`src/rtl/scc_pkg.sv`:
```
// Shared SCC core types and default bus widths for the IF, EX, memory arbiter and top level.
// Pure declarations: no logic, no latency, no flow control.
package scc_pkg;

    localparam int SCC_ADDR_W = 32;
    localparam int SCC_DATA_W = 32;

    typedef enum logic [1:0] {
        IDLE    = 2'd0,
        IF_BUSY = 2'd1,
        D_BUSY  = 2'd2,
        RESP    = 2'd3
    } arb_state_t;

    typedef enum logic {
        OWN_IF = 1'b0,
        OWN_D  = 1'b1
    } arb_owner_t;

endpackage

```
`src/rtl/scc_mem_arbiter_if.sv`:
```
// Hold-until-ack memory request bus; the master drives the request, the slave returns ack + rdata.
// On the memory side, ack carries mem_ready and rdata carries mem_rdata.
interface scc_mem_arbiter_if
    import scc_pkg::*;
#(
    parameter int ADDR_W = SCC_ADDR_W,
    parameter int DATA_W = SCC_DATA_W
);

    logic              req;
    logic              we;
    logic [ADDR_W-1:0] addr;
    logic [DATA_W-1:0] wdata;
    logic              ack;
    logic [DATA_W-1:0] rdata;

    modport master (
        output req, we, addr, wdata,
        input  ack, rdata
    );

    modport slave (
        input  req, we, addr, wdata,
        output ack, rdata
    );

endinterface

```
`src/rtl/scc_mem_arbiter.sv`:
```
// Shares the single memory port between fetch and load/store; data wins, a streak limit protects fetch.
// Grant -> mem_req next cycle; mem_ready -> ack one cycle later; requesters hold req until their ack.
module scc_mem_arbiter
    import scc_pkg::*;
#(
    parameter int ADDR_W       = SCC_ADDR_W,
    parameter int DATA_W       = SCC_DATA_W,
    parameter int MAX_D_STREAK = 4
) (
    input  logic                 clk,
    input  logic                 reset,
    scc_mem_arbiter_if.slave     if_bus,
    scc_mem_arbiter_if.slave     d_bus,
    scc_mem_arbiter_if.master    mem_bus
);

    localparam logic [1:0] S_IDLE    = IDLE;
    localparam logic [1:0] S_IF_BUSY = IF_BUSY;
    localparam logic [1:0] S_D_BUSY  = D_BUSY;
    localparam logic [1:0] S_RESP    = RESP;
    localparam logic [3:0] STREAK_MAX = 4'(MAX_D_STREAK);

    logic [1:0]        state_q,     state_d;
    arb_owner_t        owner_q,     owner_d;
    logic [3:0]        streak_q,    streak_d;
    logic              mem_req_q,   mem_req_d;
    logic              mem_we_q,    mem_we_d;
    logic [ADDR_W-1:0] mem_addr_q,  mem_addr_d;
    logic [DATA_W-1:0] mem_wdata_q, mem_wdata_d;
    logic              if_ack_q,    if_ack_d;
    logic              d_ack_q,     d_ack_d;
    logic [DATA_W-1:0] if_rdata_q,  if_rdata_d;
    logic [DATA_W-1:0] d_rdata_q,   d_rdata_d;
    logic              grant_if;
    logic              grant_d;

    always_comb begin
        state_d     = state_q;
        owner_d     = owner_q;
        streak_d    = streak_q;
        mem_req_d   = mem_req_q;
        mem_we_d    = mem_we_q;
        mem_addr_d  = mem_addr_q;
        mem_wdata_d = mem_wdata_q;
        if_rdata_d  = if_rdata_q;
        d_rdata_d   = d_rdata_q;
        if_ack_d    = 1'b0;
        d_ack_d     = 1'b0;
        grant_if    = 1'b0;
        grant_d     = 1'b0;

        case (state_q)
            S_IDLE: begin
                // Fetch only wins a contested cycle once data has used up its streak.
                grant_if = if_bus.req && (!d_bus.req || streak_q == STREAK_MAX);
                grant_d  = d_bus.req && !grant_if;

                if (grant_if) begin
                    state_d     = S_IF_BUSY;
                    owner_d     = OWN_IF;
                    mem_req_d   = 1'b1;
                    mem_we_d    = 1'b0;
                    mem_addr_d  = if_bus.addr;
                    mem_wdata_d = '0;
                    streak_d    = '0;
                end else if (grant_d) begin
                    state_d     = S_D_BUSY;
                    owner_d     = OWN_D;
                    mem_req_d   = 1'b1;
                    mem_we_d    = d_bus.we;
                    mem_addr_d  = d_bus.addr;
                    mem_wdata_d = d_bus.wdata;
                    if (!if_bus.req) begin
                        streak_d = '0;
                    end else if (streak_q != STREAK_MAX) begin
                        streak_d = streak_q + 4'd1;
                    end
                end else begin
                    streak_d = '0;
                end
            end

            S_IF_BUSY, S_D_BUSY: begin
                if (mem_bus.ack) begin
                    state_d   = S_RESP;
                    mem_req_d = 1'b0;
                    if (owner_q == OWN_IF) begin
                        if_ack_d   = 1'b1;
                        if_rdata_d = mem_bus.rdata;
                    end else begin
                        d_ack_d = 1'b1;
                        if (!mem_we_q) begin
                            d_rdata_d = mem_bus.rdata;
                        end
                    end
                end
            end

            S_RESP: begin
                state_d = S_IDLE;
            end

            default: begin
                state_d = S_IDLE;
            end
        endcase
    end

    always_ff @(posedge clk) begin
        if (reset) begin
            state_q     <= S_IDLE;
            owner_q     <= OWN_IF;
            streak_q    <= '0;
            mem_req_q   <= 1'b0;
            mem_we_q    <= 1'b0;
            mem_addr_q  <= '0;
            mem_wdata_q <= '0;
            if_ack_q    <= 1'b0;
            d_ack_q     <= 1'b0;
            if_rdata_q  <= '0;
            d_rdata_q   <= '0;
        end else begin
            state_q     <= state_d;
            owner_q     <= owner_d;
            streak_q    <= streak_d;
            mem_req_q   <= mem_req_d;
            mem_we_q    <= mem_we_d;
            mem_addr_q  <= mem_addr_d;
            mem_wdata_q <= mem_wdata_d;
            if_ack_q    <= if_ack_d;
            d_ack_q     <= d_ack_d;
            if_rdata_q  <= if_rdata_d;
            d_rdata_q   <= d_rdata_d;
        end
    end

    assign mem_bus.req   = mem_req_q;
    assign mem_bus.we    = mem_we_q;
    assign mem_bus.addr  = mem_addr_q;
    assign mem_bus.wdata = mem_wdata_q;
    assign if_bus.ack    = if_ack_q;
    assign if_bus.rdata  = if_rdata_q;
    assign d_bus.ack     = d_ack_q;
    assign d_bus.rdata   = d_rdata_q;

endmodule

```
`src/flat_wrapper.sv`:
```
// flat-port wrapper written by rule: the top's interface ports become plain ports
module scc_mem_arbiter_flat import scc_pkg::*;
#(
    parameter int ADDR_W       = SCC_ADDR_W,
    parameter int DATA_W       = SCC_DATA_W,
    parameter int MAX_D_STREAK = 4
)
  (clk, reset, if_bus_req, if_bus_we, if_bus_addr, if_bus_wdata, if_bus_ack, if_bus_rdata, d_bus_req, d_bus_we, d_bus_addr, d_bus_wdata, d_bus_ack, d_bus_rdata, mem_bus_req, mem_bus_we, mem_bus_addr, mem_bus_wdata, mem_bus_ack, mem_bus_rdata);
  scc_mem_arbiter_if #(.ADDR_W(ADDR_W), .DATA_W(DATA_W)) if_bus_i ();
  scc_mem_arbiter_if #(.ADDR_W(ADDR_W), .DATA_W(DATA_W)) d_bus_i ();
  scc_mem_arbiter_if #(.ADDR_W(ADDR_W), .DATA_W(DATA_W)) mem_bus_i ();
  input  logic clk;
  input  logic reset;
  input wire logic [$bits(if_bus_i.req)-1:0] if_bus_req;
  input wire logic [$bits(if_bus_i.we)-1:0] if_bus_we;
  input wire logic [$bits(if_bus_i.addr)-1:0] if_bus_addr;
  input wire logic [$bits(if_bus_i.wdata)-1:0] if_bus_wdata;
  output wire logic [$bits(if_bus_i.ack)-1:0] if_bus_ack;
  output wire logic [$bits(if_bus_i.rdata)-1:0] if_bus_rdata;
  input wire logic [$bits(d_bus_i.req)-1:0] d_bus_req;
  input wire logic [$bits(d_bus_i.we)-1:0] d_bus_we;
  input wire logic [$bits(d_bus_i.addr)-1:0] d_bus_addr;
  input wire logic [$bits(d_bus_i.wdata)-1:0] d_bus_wdata;
  output wire logic [$bits(d_bus_i.ack)-1:0] d_bus_ack;
  output wire logic [$bits(d_bus_i.rdata)-1:0] d_bus_rdata;
  output wire logic [$bits(mem_bus_i.req)-1:0] mem_bus_req;
  output wire logic [$bits(mem_bus_i.we)-1:0] mem_bus_we;
  output wire logic [$bits(mem_bus_i.addr)-1:0] mem_bus_addr;
  output wire logic [$bits(mem_bus_i.wdata)-1:0] mem_bus_wdata;
  input wire logic [$bits(mem_bus_i.ack)-1:0] mem_bus_ack;
  input wire logic [$bits(mem_bus_i.rdata)-1:0] mem_bus_rdata;
  assign if_bus_i.req = if_bus_req;
  assign if_bus_i.we = if_bus_we;
  assign if_bus_i.addr = if_bus_addr;
  assign if_bus_i.wdata = if_bus_wdata;
  assign if_bus_ack = if_bus_i.ack;
  assign if_bus_rdata = if_bus_i.rdata;
  assign d_bus_i.req = d_bus_req;
  assign d_bus_i.we = d_bus_we;
  assign d_bus_i.addr = d_bus_addr;
  assign d_bus_i.wdata = d_bus_wdata;
  assign d_bus_ack = d_bus_i.ack;
  assign d_bus_rdata = d_bus_i.rdata;
  assign mem_bus_req = mem_bus_i.req;
  assign mem_bus_we = mem_bus_i.we;
  assign mem_bus_addr = mem_bus_i.addr;
  assign mem_bus_wdata = mem_bus_i.wdata;
  assign mem_bus_i.ack = mem_bus_ack;
  assign mem_bus_i.rdata = mem_bus_rdata;
  scc_mem_arbiter #(.ADDR_W(ADDR_W), .DATA_W(DATA_W), .MAX_D_STREAK(MAX_D_STREAK)) u_core (.clk(clk), .reset(reset), .if_bus(if_bus_i), .d_bus(d_bus_i), .mem_bus(mem_bus_i));
endmodule
```
`config.mk`:
```
export PLATFORM = sky130hd
export DESIGN_NAME = scc_mem_arbiter_flat
export DESIGN_NICKNAME = d
export VERILOG_FILES = /design/src/rtl/scc_pkg.sv /design/src/rtl/scc_mem_arbiter_if.sv /design/src/rtl/scc_mem_arbiter.sv /design/src/flat_wrapper.sv
export SDC_FILE = /design/constraint.sdc
export NUM_CORES = 1
export LEC_CHECK = 0
export ABC_AREA = 1
export CORE_UTILIZATION = 42
export DETAILED_ROUTE_END_ITERATION = 7
export PLACE_DENSITY = 0.92
export SETUP_SLACK_MARGIN = 0.02
export SYNTH_ARGS = -nofsm -noshare
export SYNTH_HDL_FRONTEND = slang
export SYNTH_SLANG_ARGS = --single-unit
```
`constraint.sdc`:
```
create_clock -name clk -period 4.35 [get_ports clk]
set_input_delay 0.87 -clock clk [delete_from_list [all_inputs] [get_ports clk]]
set_output_delay 0.87 -clock clk [all_outputs]
set_load 0.02 [all_outputs]
```
==> flow_metrics.env, run 1 <==
export IMPL_status="finished clean"
export IMPL_die_area_mm2=0.0137
export IMPL_via_per_inst=5.00
export IMPL_worstPathMaxFanout=33
export IMPL_hold_slack_ns=0.462
export IMPL_h_tree_depth=4
export IMPL_fin_nets=1189
export IMPL_pin_count=299
export IMPL_wire_per_inst_um=14.8
export IMPL_chipWidth_um=117
export IMPL_fillers=1006
export IMPL_worst_slew_pin_slew_ns=1.15
export IMPL_clkTransAtPathRegs_ns=0.06
export IMPL_drt_iter0_drc=509
export IMPL_grt_pass1_vias=5495
export IMPL_synthDistinctLibCells=19
export IMPL_crit_path_end_kind="flop"
export IMPL_dp_hpwl_um=11900
export IMPL_syn_area_mm2=0.00556
export IMPL_drtAntennaViolNets=0
export IMPL_post_cts_buffers=0
export IMPL_ys_warn_count=0
export IMPL_fin_crit_ns=2.68
export IMPL_finalWorstSetupSlack_ns=1.67
export IMPL_clock_sinks=139
export IMPL_synth_seq_cells=139
export IMPL_pwr_density_cell_mw_per_mm2=618
export IMPL_syn_num_nets=950
export IMPL_grt_start_max_net_pins=75
export IMPL_hold_path_class="flop to flop"
export IMPL_syn_area_per_cell_um2=7.15
export IMPL_cts_buffer_depth=2
export IMPL_final_setup_tns_ns=0
export IMPL_rsz0062_at_grt="false"
export IMPL_yosysTopAreaCell="dfxtp_1"
export IMPL_cp_arrival_ns=2.97
export IMPL_gp_congestion=0.873
export IMPL_antenna_found_initial=0
export IMPL_p_leak_nw=3.84
export IMPL_io_buffers=265
export IMPL_diodes=0
export IMPL_worstPathRequired_ns=4.65
export IMPL_cp_start_kind="primary input"
export IMPL_core_area_mm2=0.0128
export IMPL_drv_slew=0
export IMPL_vias=6003
export IMPL_rows=41
export IMPL_cts_resized=0
export IMPL_cts_tree="yes"
export IMPL_ys_seq_area_frac=0.500
export IMPL_critPathKind="primary input to flop"
export IMPL_hold_viol=0
export IMPL_post_route_period_util=0.615
export IMPL_ir_worst_vdd_mv=0.461
export IMPL_place_ws_ns=1.31
export IMPL_die_h_um=117
export IMPL_first_pass_iters=5
export IMPL_initial_core_util=0.435
export IMPL_yosys_area_top_type_share=0.500
export IMPL_finalSetupViolCount=0
export IMPL_synth_cells=778
export IMPL_maxCapViolations=0
export IMPL_grt_pass1_wl_um=26700
export IMPL_cts_inserted_buffers=17
export IMPL_clkLatencyLatePin_ns=0.41
export IMPL_globalRoute_totalOverflow=0
export IMPL_grt_usage=0.257
export IMPL_fin_skew_ns=0.00486
export IMPL_wl_um=17800
export IMPL_cts_root_buf="clkbuf_16"
export IMPL_drive_gt1_frac=0.0428
export IMPL_area_delta_synth_final_pct=59.2
export IMPL_drc=0
export IMPL_synthTopCellsByArea="dfxtp_1, nor2_1, nand3_1, nand2_1, o21ai_0"
export IMPL_relSlewSlack=0.231
export IMPL_timing_fmax_mhz=374
export IMPL_hold_buffers=0
critical path: stages:
cell             delay [ns]
clkdlybuf4s50_1        0.49
nand2_1                0.15
nor3_2                 0.13
buf_4                  0.35
inv_1                  0.59
nor2_1                 0.29
nor2_1                 0.09
per-layer routing:
| metal | global-route usage | part of all wire | vias to the layer above |
|---|---|---|---|
| li1 | - | - | 2953 |
| met1 | 0.293 | 0.39 | 2728 |
| met2 | 0.437 | 0.49 | 270 |
| met3 | 0.0721 | 0.082 | 52 |
| met4 | 0.137 | 0.038 | 0 |
| met5 | 0 | 0 | - |
registers in the layout, indices dropped and copies added (netlist names):
register              cells
u_core.streak_q           4
u_core.d_bus.ack          1
u_core.if_bus.ack         1
u_core.owner_q            1
u_core.state_q            2
u_core.mem_bus.req        1
u_core.if_bus.rdata      32
u_core.mem_bus.addr      32
u_core.mem_bus.we         1
u_core.d_bus.rdata       32
u_core.mem_bus.wdata     32
cells by family after synthesis:
family                   share of synthesized area
AO/OA/AOI/OAI                               0.0974
flip-flops                                   0.500
XOR/XNOR                                   0.00157
buffers and inverters                       0.0776
adder cells (fa/ha/maj)                     0.0112
AND/OR/NAND/NOR                              0.312
worst paths after layout:
kind                                        start                              endpoint  slack (ns)  cells past startpoint
max                                   mem_bus_ack   u_core.d_bus.rdata[22]$_SDFFE_PP0P_        1.67                      7
min          u_core.mem_bus.wdata[7]$_SDFFE_PP0P_  u_core.mem_bus.wdata[7]$_SDFFE_PP0P_        0.46                      2
max reg2reg        u_core.state_q[0]$_SDFFE_PP0P_   u_core.d_bus.rdata[22]$_SDFFE_PP0P_        1.81                      8
min reg2reg  u_core.mem_bus.wdata[7]$_SDFFE_PP0P_  u_core.mem_bus.wdata[7]$_SDFFE_PP0P_        0.46                      2
cells in the final DEF (no fill, tap or decap), drive strengths merged:
master	count
nor2	203
inv	48
xnor2	1
clkdlybuf4s50	264
bufinv	3
clkbuf	22
nand3	103
buf	10
clkinv	6
nor3	2
ha	5
nand2	114
nand4	2
o21ai	66
a21oi	40
dfxtp	139
final cells by class:
cell class / instances / area (um2) / area share
Clock buffer: 22 / 464 / 0.0524
Clock inverter: 8 / 119 / 0.0134
Inverter: 49 / 184 / 0.0208
Multi-Input combinational cell: 536 / 2350 / 0.266
Sequential cell: 139 / 2780 / 0.314
Tap cell: 172 / 215 / 0.0243
Timing Repair Buffer: 274 / 2740 / 0.309
through the flow:
stage           util  total power, mW  instance area [um2]  std cells
2_1_floorplan      -             3.05                 5560        778
3_3_place_gp   0.648             3.99                 8280       1170
3_5_place_dp   0.648             4.05                 8280       1170
4_1_cts        0.694             5.51                 8860       1200
5_1_grt        0.694             5.82                 8860       1200
6_report       0.694             5.47                 8860       1200
cell usage after synthesis:
cell type and n:
o21ai_0 66, nor3_2 1, a21oi_4 1, nand2_1 113, buf_1 2, nand3_1 103, inv_2 2, nor2_1 203
clkbuf_1 32, dfxtp_1 139, nand2_2 1, inv_1 47, xnor2_1 1, nor3_1 1, buf_2 12, nand4_1 2
ha_1 5, a21oi_1 39, buf_4 8
where the power goes:
part	switching, mW	internal (mW)
registers	0.170	1.61
logic	1.31	0.953
clock network	0.510	0.922
(Power assumes the default switching activity.)
==> run 2: changes to the inputs <==
--- a/config.mk
+++ b/config.mk
@@ -6,9 +6,9 @@
 export NUM_CORES = 1
 export LEC_CHECK = 0
 export ABC_AREA = 1
-export CORE_UTILIZATION = 42
+export CORE_UTILIZATION = 39
 export DETAILED_ROUTE_END_ITERATION = 7
-export PLACE_DENSITY = 0.92
+export PLACE_DENSITY = 0.87
 export SETUP_SLACK_MARGIN = 0.02
 export SYNTH_ARGS = -nofsm -noshare
 export SYNTH_HDL_FRONTEND = slang
==> constraint.sdc (replaced) <==
create_clock -name clk -period 2.8 [get_ports clk]
set_input_delay 0.56 -clock clk [delete_from_list [all_inputs] [get_ports clk]]
set_output_delay 0.56 -clock clk [all_outputs]
set_load 0.02 [all_outputs]
==> run 2 against run 1 <==
Worst hold slack improved by 0.00072 ns. Cell area rose by 1.1%. Core utilization shrank 4.8 points. Combinational power rose by 54%. Clock skew increased by 0.0047 ns. Final cell count up 1.4%. Worst setup slack got worse by 1.0 ns. Global-route usage down 2.3 points. Highest routed layer unchanged. Power grew 58%. Die area up 7.6%. Sequential cell count unchanged.
==> flow_metrics.env, run 2 (synthesis results as in run 1) <==
export IMPL_clkTransAtPathRegs_ns=0.06
export IMPL_io_buffers=265
export IMPL_cts_inserted_buffers=17
export IMPL_critPathLaunch="u_core.state_q[0]$_SDFFE_PP0P_"
export IMPL_die_h_um=121
export IMPL_final_common_cell="clkdlybuf4s50_1"
export IMPL_p_leak_nw=3.88
export IMPL_initial_core_util=0.401
export IMPL_clkLatencyLatePin_ns=0.41
export IMPL_cts_resized=0
export IMPL_gp_congestion=0.819
export IMPL_grt_pass1_vias=5593
export IMPL_drc=0
export IMPL_antenna_found_initial=1
export IMPL_dp_hpwl_um=11900
export IMPL_final_cell_mix="clkdlybuf4s50_1, nor2_1, dfxtp_1"
export IMPL_cp_endpoint="u_core.d_bus.rdata[17]$_SDFFE_PP0P_"
export IMPL_die_area_mm2=0.0147
export IMPL_rows=43
export IMPL_utilization=0.645
export IMPL_finalSetupViolCount=0
export IMPL_relSlewSlack=0.256
export IMPL_area_delta_synth_final_pct=61.0
export IMPL_rr_worst_depth=7
export IMPL_ir_worst_vdd_mv=0.454
export IMPL_place_area_mm2=0.00832
export IMPL_status="finished clean"
export IMPL_grt_usage=0.234
export IMPL_via_per_inst=4.85
export IMPL_cts_root_buf="clkbuf_16"
export IMPL_finalInstanceArea_mm2=0.00895
export IMPL_hold_slack_ns=0.463
export IMPL_cts_tree="yes"
export IMPL_chipWidth_um=121
export IMPL_fin_nets=1195
export IMPL_globalRoute_totalOverflow=0
export IMPL_timing_fmax_mhz=468
export IMPL_fin_crit_ns=2.14
export IMPL_wl_um=17300
export IMPL_cts_buffer_depth=2
export IMPL_clock_sinks=139
export IMPL_post_route_period_util=0.764
export IMPL_wire_per_inst_um=14.2
export IMPL_drt_iter0_drc=390
export IMPL_hold_path_class="flop to flop"
export IMPL_final_cells=1217
export IMPL_grt_start_max_net_pins=52
export IMPL_fillers=1208
export IMPL_crit_path_end_kind="flop"
export IMPL_maxCapViolations=0
export IMPL_worstPathRequired_ns=3.14
export IMPL_cp_start_kind="flop"
export IMPL_worstReg2RegEnd="u_core.d_bus.rdata[17]$_SDFFE_PP0P_"
export IMPL_first_pass_iters=5
export IMPL_worst_slew_pin_slew_ns=1.11
export IMPL_rsz0062_at_grt="false"
export IMPL_worstPathMaxFanout=32
export IMPL_cp_arrival_ns=2.48
export IMPL_numPlacedInstances=1184
export IMPL_hold_viol=0
export IMPL_pwr_density_cell_mw_per_mm2=964
export IMPL_grt_pass1_wl_um=26900
export IMPL_pin_count=299
export IMPL_drtAntennaViolNets=0
export IMPL_drive_gt1_frac=0.0521
export IMPL_post_cts_buffers=0
export IMPL_critPathKind="flop to flop"
export IMPL_final_setup_tns_ns=0
export IMPL_r2r_start="u_core.state_q[0]$_SDFFE_PP0P_"
export IMPL_core_area_mm2=0.0139
export IMPL_r2r_slack_ns=0.66
export IMPL_fin_skew_ns=0.00954
export IMPL_drv_slew=0
export IMPL_h_tree_depth=4
export IMPL_vias=5905
export IMPL_hold_buffers=0
run 2: cell types whose count changed in the layout (fill, tap and decap cells not counted), sizes merged:
cell	change
bufinv	+1
clkbuf	-3
inv	+3
buf	+6
clkinvlp	+1
diode	+1
run 2: worst min-delay path by stage:
stage,start,depth (start not counted),slack (ns),end
floorplan,u_core.owner_q$_SDFFE_PP0P_,2,0.46,u_core.owner_q$_SDFFE_PP0P_
global placement,u_core.mem_bus.wdata[27]$_SDFFE_PP0P_,2,0.45,u_core.mem_bus.wdata[27]$_SDFFE_PP0P_
detailed placement,u_core.mem_bus.wdata[9]$_SDFFE_PP0P_,2,0.46,u_core.mem_bus.wdata[9]$_SDFFE_PP0P_
CTS,u_core.mem_bus.wdata[9]$_SDFFE_PP0P_,2,0.46,u_core.mem_bus.wdata[9]$_SDFFE_PP0P_
global route,u_core.mem_bus.wdata[17]$_SDFFE_PP0P_,2,0.48,u_core.mem_bus.wdata[17]$_SDFFE_PP0P_
finish,u_core.mem_bus.wdata[9]$_SDFFE_PP0P_,2,0.46,u_core.mem_bus.wdata[9]$_SDFFE_PP0P_
run 2: critical path, stage by stage, from the launching register on:
cell,delay [ns]
dfxtp_1,0.36
inv_1,0.07
ha_1,0.34
nand2_1,0.17
nor3_2,0.06
inv_1,0.80
nor2_1,0.08
nor2_1,0.16
run 2: stage by stage:
stage	total power [mW]	setup slack (ns)
finish	8.64	0.662
global route	9.12	0.428
CTS	8.71	0.654
detailed placement	6.28	0.487
global placement	6.20	0.502
floorplan	4.73	1.22
run 2: area by class of cell:
class,instances,area (um2),area share
Sequential cell,139,2780,0.311
Timing Repair Buffer,280,2770,0.310
Multi-Input combinational cell,536,2350,0.263
Clock buffer,19,443,0.0495
Tap cell,180,225,0.0252
Clock inverter,13,190,0.0212
Inverter,49,184,0.0205
Antenna cell,1,2.50,0.000279
run 2: routing by layer:
metal | global-route usage | part of all wire | vias up
met5 | 0 | 0 | -
met4 | 0.121 | 0.035 | 0
met3 | 0.0550 | 0.063 | 45
met2 | 0.401 | 0.49 | 213
met1 | 0.270 | 0.41 | 2679
li1 | - | - | 2968
run 2: where the power goes:
group	switching, mW	internal (mW)	leakage (nW)	total (mW)
clock	0.868	1.52	0.308	2.39
combinational	2.00	1.48	2.44	3.49
sequential	0.252	2.51	1.14	2.76
==> run 3: changes to the inputs <==
--- a/config.mk
+++ b/config.mk
@@ -6,9 +6,9 @@
 export NUM_CORES = 1
 export LEC_CHECK = 0
 export ABC_AREA = 1
-export CORE_UTILIZATION = 39
+export CORE_UTILIZATION = 35
 export DETAILED_ROUTE_END_ITERATION = 7
-export PLACE_DENSITY = 0.87
+export PLACE_DENSITY = 0.83
 export SETUP_SLACK_MARGIN = 0.02
 export SYNTH_ARGS = -nofsm -noshare
 export SYNTH_HDL_FRONTEND = slang
==> constraint.sdc (replaced) <==
create_clock -name clk -period 1.88 [get_ports clk]
set_input_delay 0.376 -clock clk [delete_from_list [all_inputs] [get_ports clk]]
set_output_delay 0.376 -clock clk [all_outputs]
set_load 0.02 [all_outputs]
==> run 3 against run 2 <==
Critical path depth is 6 lower. Final cell count is 3.4% higher. Die area up 11%. First-iteration DRC count shrank 19%. Power increased by 49%. Wire length up 0.26%. Clock skew about the same. Clock-buffer cell count unchanged. Sequential cell count unchanged.
==> flow_metrics.env, run 3 (synthesis results as in run 1) <==
export IMPL_status="finished clean"
export IMPL_cp_arrival_ns=1.42
export IMPL_drt_iter0_drc=317
export IMPL_final_cell_mix="clkdlybuf4s50_1, nor2_1, dfxtp_1"
export IMPL_h_tree_depth=4
export IMPL_io_buffers=265
export IMPL_rsz0062_at_grt="false"
export IMPL_ir_worst_vdd_mv=0.739
export IMPL_clkTransAtPathRegs_ns=0.06
export IMPL_die_area_mm2=0.0164
export IMPL_globalRoute_totalOverflow=0
export IMPL_grt_start_max_net_pins=75
export IMPL_numPlacedInstances=1226
export IMPL_area_delta_synth_final_pct=63.9
export IMPL_cp_top_family="buffers and inverters"
export IMPL_use_met2=0.363
export IMPL_relSlewSlack=0.748
export IMPL_initial_core_util=0.362
export IMPL_maxCapViolations=0
export IMPL_worstPathRequired_ns=1.50
export IMPL_cp_slowest_stage_delay_ns=0.65
export IMPL_p_leak_nw=3.94
export IMPL_r2r_slack_ns=0.21
export IMPL_diodes=0
export IMPL_drv_slew=0
export IMPL_grt_pass1_vias=5588
export IMPL_pin_count=299
export IMPL_rows=45
export IMPL_wl_um=17300
export IMPL_cp_start_kind="flop"
export IMPL_cts_tree="yes"
export IMPL_first_pass_iters=4
export IMPL_dp_hpwl_um=12000
export IMPL_die_h_um=128
export IMPL_clkLatencyLatePin_ns=0.41
export IMPL_crit_buf_inv=1
export IMPL_cpMaxStageDelayCell="clkdlybuf4s50_1"
export IMPL_crit_path_end_kind="output pin"
export IMPL_fillers=1405
export IMPL_hold_path_class="primary input to flop"
export IMPL_grt_use_met3=0.0647
export IMPL_timing_fmax_mhz=556
export IMPL_chipWidth_um=128
export IMPL_hold_viol=0
export IMPL_clock_sinks=139
export IMPL_fin_crit_ns=1.80
export IMPL_fin_skew_ns=0.00921
export IMPL_gr_usage_met1=0.246
export IMPL_via_per_inst=4.68
export IMPL_hold_buffers=0
export IMPL_post_cts_buffers=0
export IMPL_worst_slew_pin_slew_ns=0.378
export IMPL_busiest_layer="met2"
export IMPL_post_route_period_util=0.956
export IMPL_cts_inserted_buffers=17
export IMPL_fin_nets=1206
export IMPL_vias=5889
export IMPL_gp_congestion=0.842
export IMPL_cts_buffer_depth=2
export IMPL_antenna_found_initial=0
export IMPL_worstPathMaxFanout=2
export IMPL_final_cells=1258
export IMPL_drtAntennaViolNets=0
export IMPL_drive_gt1_frac=0.0630
export IMPL_grt_usage=0.212
export IMPL_final_common_cell="clkdlybuf4s50_1"
export IMPL_pwr_density_cell_mw_per_mm2=1410
export IMPL_finalSetupViolCount=0
export IMPL_critPathKind="flop to output pin"
export IMPL_wire_per_inst_um=13.8
export IMPL_core_area_mm2=0.0154
export IMPL_crit_path_cell_trace="clkdlybuf4s50_1"
export IMPL_cts_root_buf="clkbuf_16"
export IMPL_drc=0
export IMPL_hold_slack_ns=0.443
export IMPL_grt_pass1_wl_um=27300
-- run 3: cell count changes in the layout (fill, tap and decap cells not counted), sizes merged --
cell	delta
bufinv	-3
diode	-1
clkinv	-1
clkinvlp	+4
clkdlybuf4s50	-1
dlygate4sd2	+1
buf	+11
-- run 3: final timing paths --
check | from | cells past startpoint | endpoint
setup / recovery | u_core.d_bus.rdata[21]$_SDFFE_PP0P_ | 1 | d_bus_rdata[21]
hold / removal | reset | 3 | u_core.streak_q[2]$_SDFFE_PP0P_
setup reg to reg | u_core.state_q[1]$_SDFFE_PP0P_ | 8 | u_core.d_bus.rdata[13]$_SDFFE_PP0P_
hold reg to reg | u_core.mem_bus.wdata[31]$_SDFFE_PP0P_ | 2 | u_core.mem_bus.wdata[31]$_SDFFE_PP0P_
-- run 3: power breakdown --
group          leakage [nW]  switching [mW]  internal (mW)  total [mW]
clock network         0.262            1.30           1.86        3.16
logic                  2.54            3.03           2.52        5.56
registers              1.14           0.386           3.73        4.12
-- run 3: layout make-up --
type	count	area (um2)	area share
Tap cell	211	264	0.0289
Inverter	49	184	0.0202
Sequential cell	139	2780	0.305
Clock inverter	13	118	0.0129
Timing Repair Buffer	291	2970	0.325
Clock buffer	19	443	0.0486
Multi-Input combinational cell	536	2360	0.259
-- run 3: per-stage QoR --
step	setup slack, ns	util	area, um2	power (mW)	setup TNS (ns)
6_report	0.0827	0.593	9120	12.8	0
5_1_grt	0.0397	0.593	9120	13.6	0
4_1_cts	0.0489	0.593	9120	13.0	0
3_5_place_dp	-0.0377	0.557	8560	9.74	-0.944
3_3_place_gp	-0.0232	0.557	8560	9.64	-0.740
2_1_floorplan	0.298	-	5560	7.05	0
-- run 3: layer usage --
metal  share of wire  wire, um
met1            0.42      7330
met3           0.065      1130
met4           0.027       471
met5               0         0
met2            0.49      8410
-- run 3: worst min-delay path, cell delays in order --
cell and delay, ns:
buf_2 0.12, buf_12 0.18, nor2_1 0.12
-- run 3: what timing repair did --
action,in CTS,in global routing
endpoints found under the hold margin,0,0
setup endpoints to repair,1,5
resized for setup,1,1
pin swaps,0,0
==> edit: new RTL, settings of run 1 <==
`SCC_DATA_W`: 32 -> 16.
--- a/src/rtl/scc_pkg.sv
+++ b/src/rtl/scc_pkg.sv
@@ -5,3 +5,3 @@
     localparam int SCC_ADDR_W = 32;
-    localparam int SCC_DATA_W = 32;
+    localparam int SCC_DATA_W = 16;
 
Ports: changed (6 resized); port bits go from 299 to 203. The function was not compared with the original's and may differ.
==> edit against run 1 <==
Power is 37% lower. Synthesized cell count down 28%. Routed wire length decreased by 36%. Sequential cell count shrank 48. Final area decreased by 33%. Worst setup slack improved by 160 ps. Via count shrank 30%. Critical endpoint is now u_core.mem_bus.addr[11]. Synthesized area shrank 30%. Sequential share of layout area decreased by 0.81 points. Largest cell class is now buffers. Clock power decreased by 57%. Combinational power fell by 28%.
==> edit: results (changes against run 1) <==
r2r setup slk=2170 ps (was 1810 ps); Leakage=2.644 nW (was 3.837 nW); via count=4173 (was 6003); CP max FO=82 (was 33); clk_skew=10.17 ps (was 4.858 ps); clk_lat worst skew=340 ps (was 410 ps); dpl hpwl=8260 um (was 11920 um); synth unique cells=25 (was 19); top post-synthesis cells by area=dfxtp_1 (46%), nor2_1 (13%), nand3_1 (11%), nand2_1 (9.3%), o21ai_0 (4.1%) (was dfxtp_1 (50%), nor2_1 (14%), nand3_1 (9.3%), nand2_1 (7.6%), o21ai_0 (5.9%)); DR WL/cell=13.64 um (was 14.84 um); Crit path max-delay family=buffers and inverters (unchanged); Rel. slew slack=0.4545 (was 0.2315); register area share after synthesis=0.4647 (was 0.5002); worst vdd ir=423.5 uV (was 460.7 uV); placer congestion estimate=0.7660 (was 0.8726); Critical Path Sink=u_core.mem_bus.addr[11] (was u_core.d_bus.rdata[22]); CTS Buf Count=9 (was 17); pin count of the biggest net entering global routing=83 (was 75); # nets final=848 (was 1189); r2r worst-path depth=7 (was 8); Initial DRC Count=129 (was 509); share of cells above drive strength 1=0.03846 (was 0.04280); clk slew on worst S/H paths=90 ps (was 60 ps); global-route wire length before repair=18340 um (was 26720 um); status=complete, no violations (unchanged); crit path DAT=2760 ps (was 2970 ps); Crit. Startpoint=d_bus_req (was mem_bus_ack); I/O Buffers=185 (was 265); FF-to-FF End=u_core.if_bus.rdata[15] (was u_core.d_bus.rdata[22]); min-delay src=u_core.mem_bus.wdata[4] (was u_core.mem_bus.wdata[7]); slowest CP cell=clkdlybuf4s50_1 (was inv_1); CTS H-tree lvls=3 (was 4); TritonRoute pass-1 iters=4 (was 5); CTS Root Cell=clkbuf_8 (was clkbuf_16); syn nets=683 (was 950)
## edit: cell types whose count changed in the layout (fill, tap and decap cells not counted), sizes merged, moves of 18 or more
cell / delta
clkdlybuf4s50: -80
nor2: -65
dfxtp: -48
o21ai: -33
nand3: -19
a21oi: -18
## edit: per-layer routing
layer / global-route usage / routed length, um / part of all wire / up-vias
li1: - / - / - / 2089
met1: 0.2447 / 4407 / 0.39 / 1895
met2: 0.4285 / 5657 / 0.50 / 171
met3: 0.09007 / 1141 / 0.10 / 18
met4: 0.06889 / 200 / 0.018 / 0
met5: 0 / 0 / 0 / -
## edit: area by class of cell
class                           instances  area (um2)
Sequential cell                        91        1822
Tap cell                              108       135.1
Timing Repair Buffer                  189        1877
Inverter                               45       171.4
Multi-Input combinational cell        388        1733
Fill cell                             725        2938
Clock buffer                            9       123.9
Clock inverter                          6       91.34
## edit: worst min path at each step
stage / end / slack (ps) / cells past startpoint
2_1_floorplan: u_core.state_q[1] / 460 / 2
3_3_place_gp: u_core.mem_bus.wdata[14] / 450 / 2
3_5_place_dp: u_core.mem_bus.wdata[13] / 450 / 2
4_1_cts: u_core.mem_bus.wdata[13] / 470 / 2
5_1_grt: u_core.mem_bus.wdata[9] / 490 / 2
6_report: u_core.mem_bus.wdata[4] / 470 / 2
## edit: worst reg2reg max path, stage by stage (launching register included)
cell and delay, ps:
dfxtp_1 360, inv_1 70, ha_1 350, nand2_2 120, nor2_4 320, clkinv_1 520
nor2_1 270, nor2_1 70
## edit: per-stage QoR
step | cells | worst slack [ps] | utilization | area, um2
2_1_floorplan | 559 | 2554 | - | 3920
3_3_place_gp | 821 | 1535 | 0.6454 | 5738
3_5_place_dp | 821 | 1463 | 0.6454 | 5738
4_1_cts | 836 | 1829 | 0.6696 | 5953
5_1_grt | 836 | 1700 | 0.6696 | 5953
6_report | 836 | 1834 | 0.6696 | 5953
## edit: report_power, final
| group | total [W] | internal (W) | leakage (nW) | switching, W |
|---|---|---|---|---|
| Sequential | 0.00120 | 0.00107 | 0.748 | 0.000130 |
| Clock | 0.000610 | 0.000321 | 0.0975 | 0.000288 |
| Combinational | 0.00162 | 0.000688 | 1.80 | 0.000937 |
| Total | 0.00344 | 0.00208 | 2.64 | 0.00136 |
## edit: logic make-up after synthesis
logic type | count (synthesis) | share of synthesized area
simple gates | 325 | 0.3463
fa+ha+maj | 5 | 0.01596
xor+xnor | 3 | 0.006704
buf+inv | 80 | 0.09320
compound gates | 55 | 0.07309
flops | 91 | 0.4647
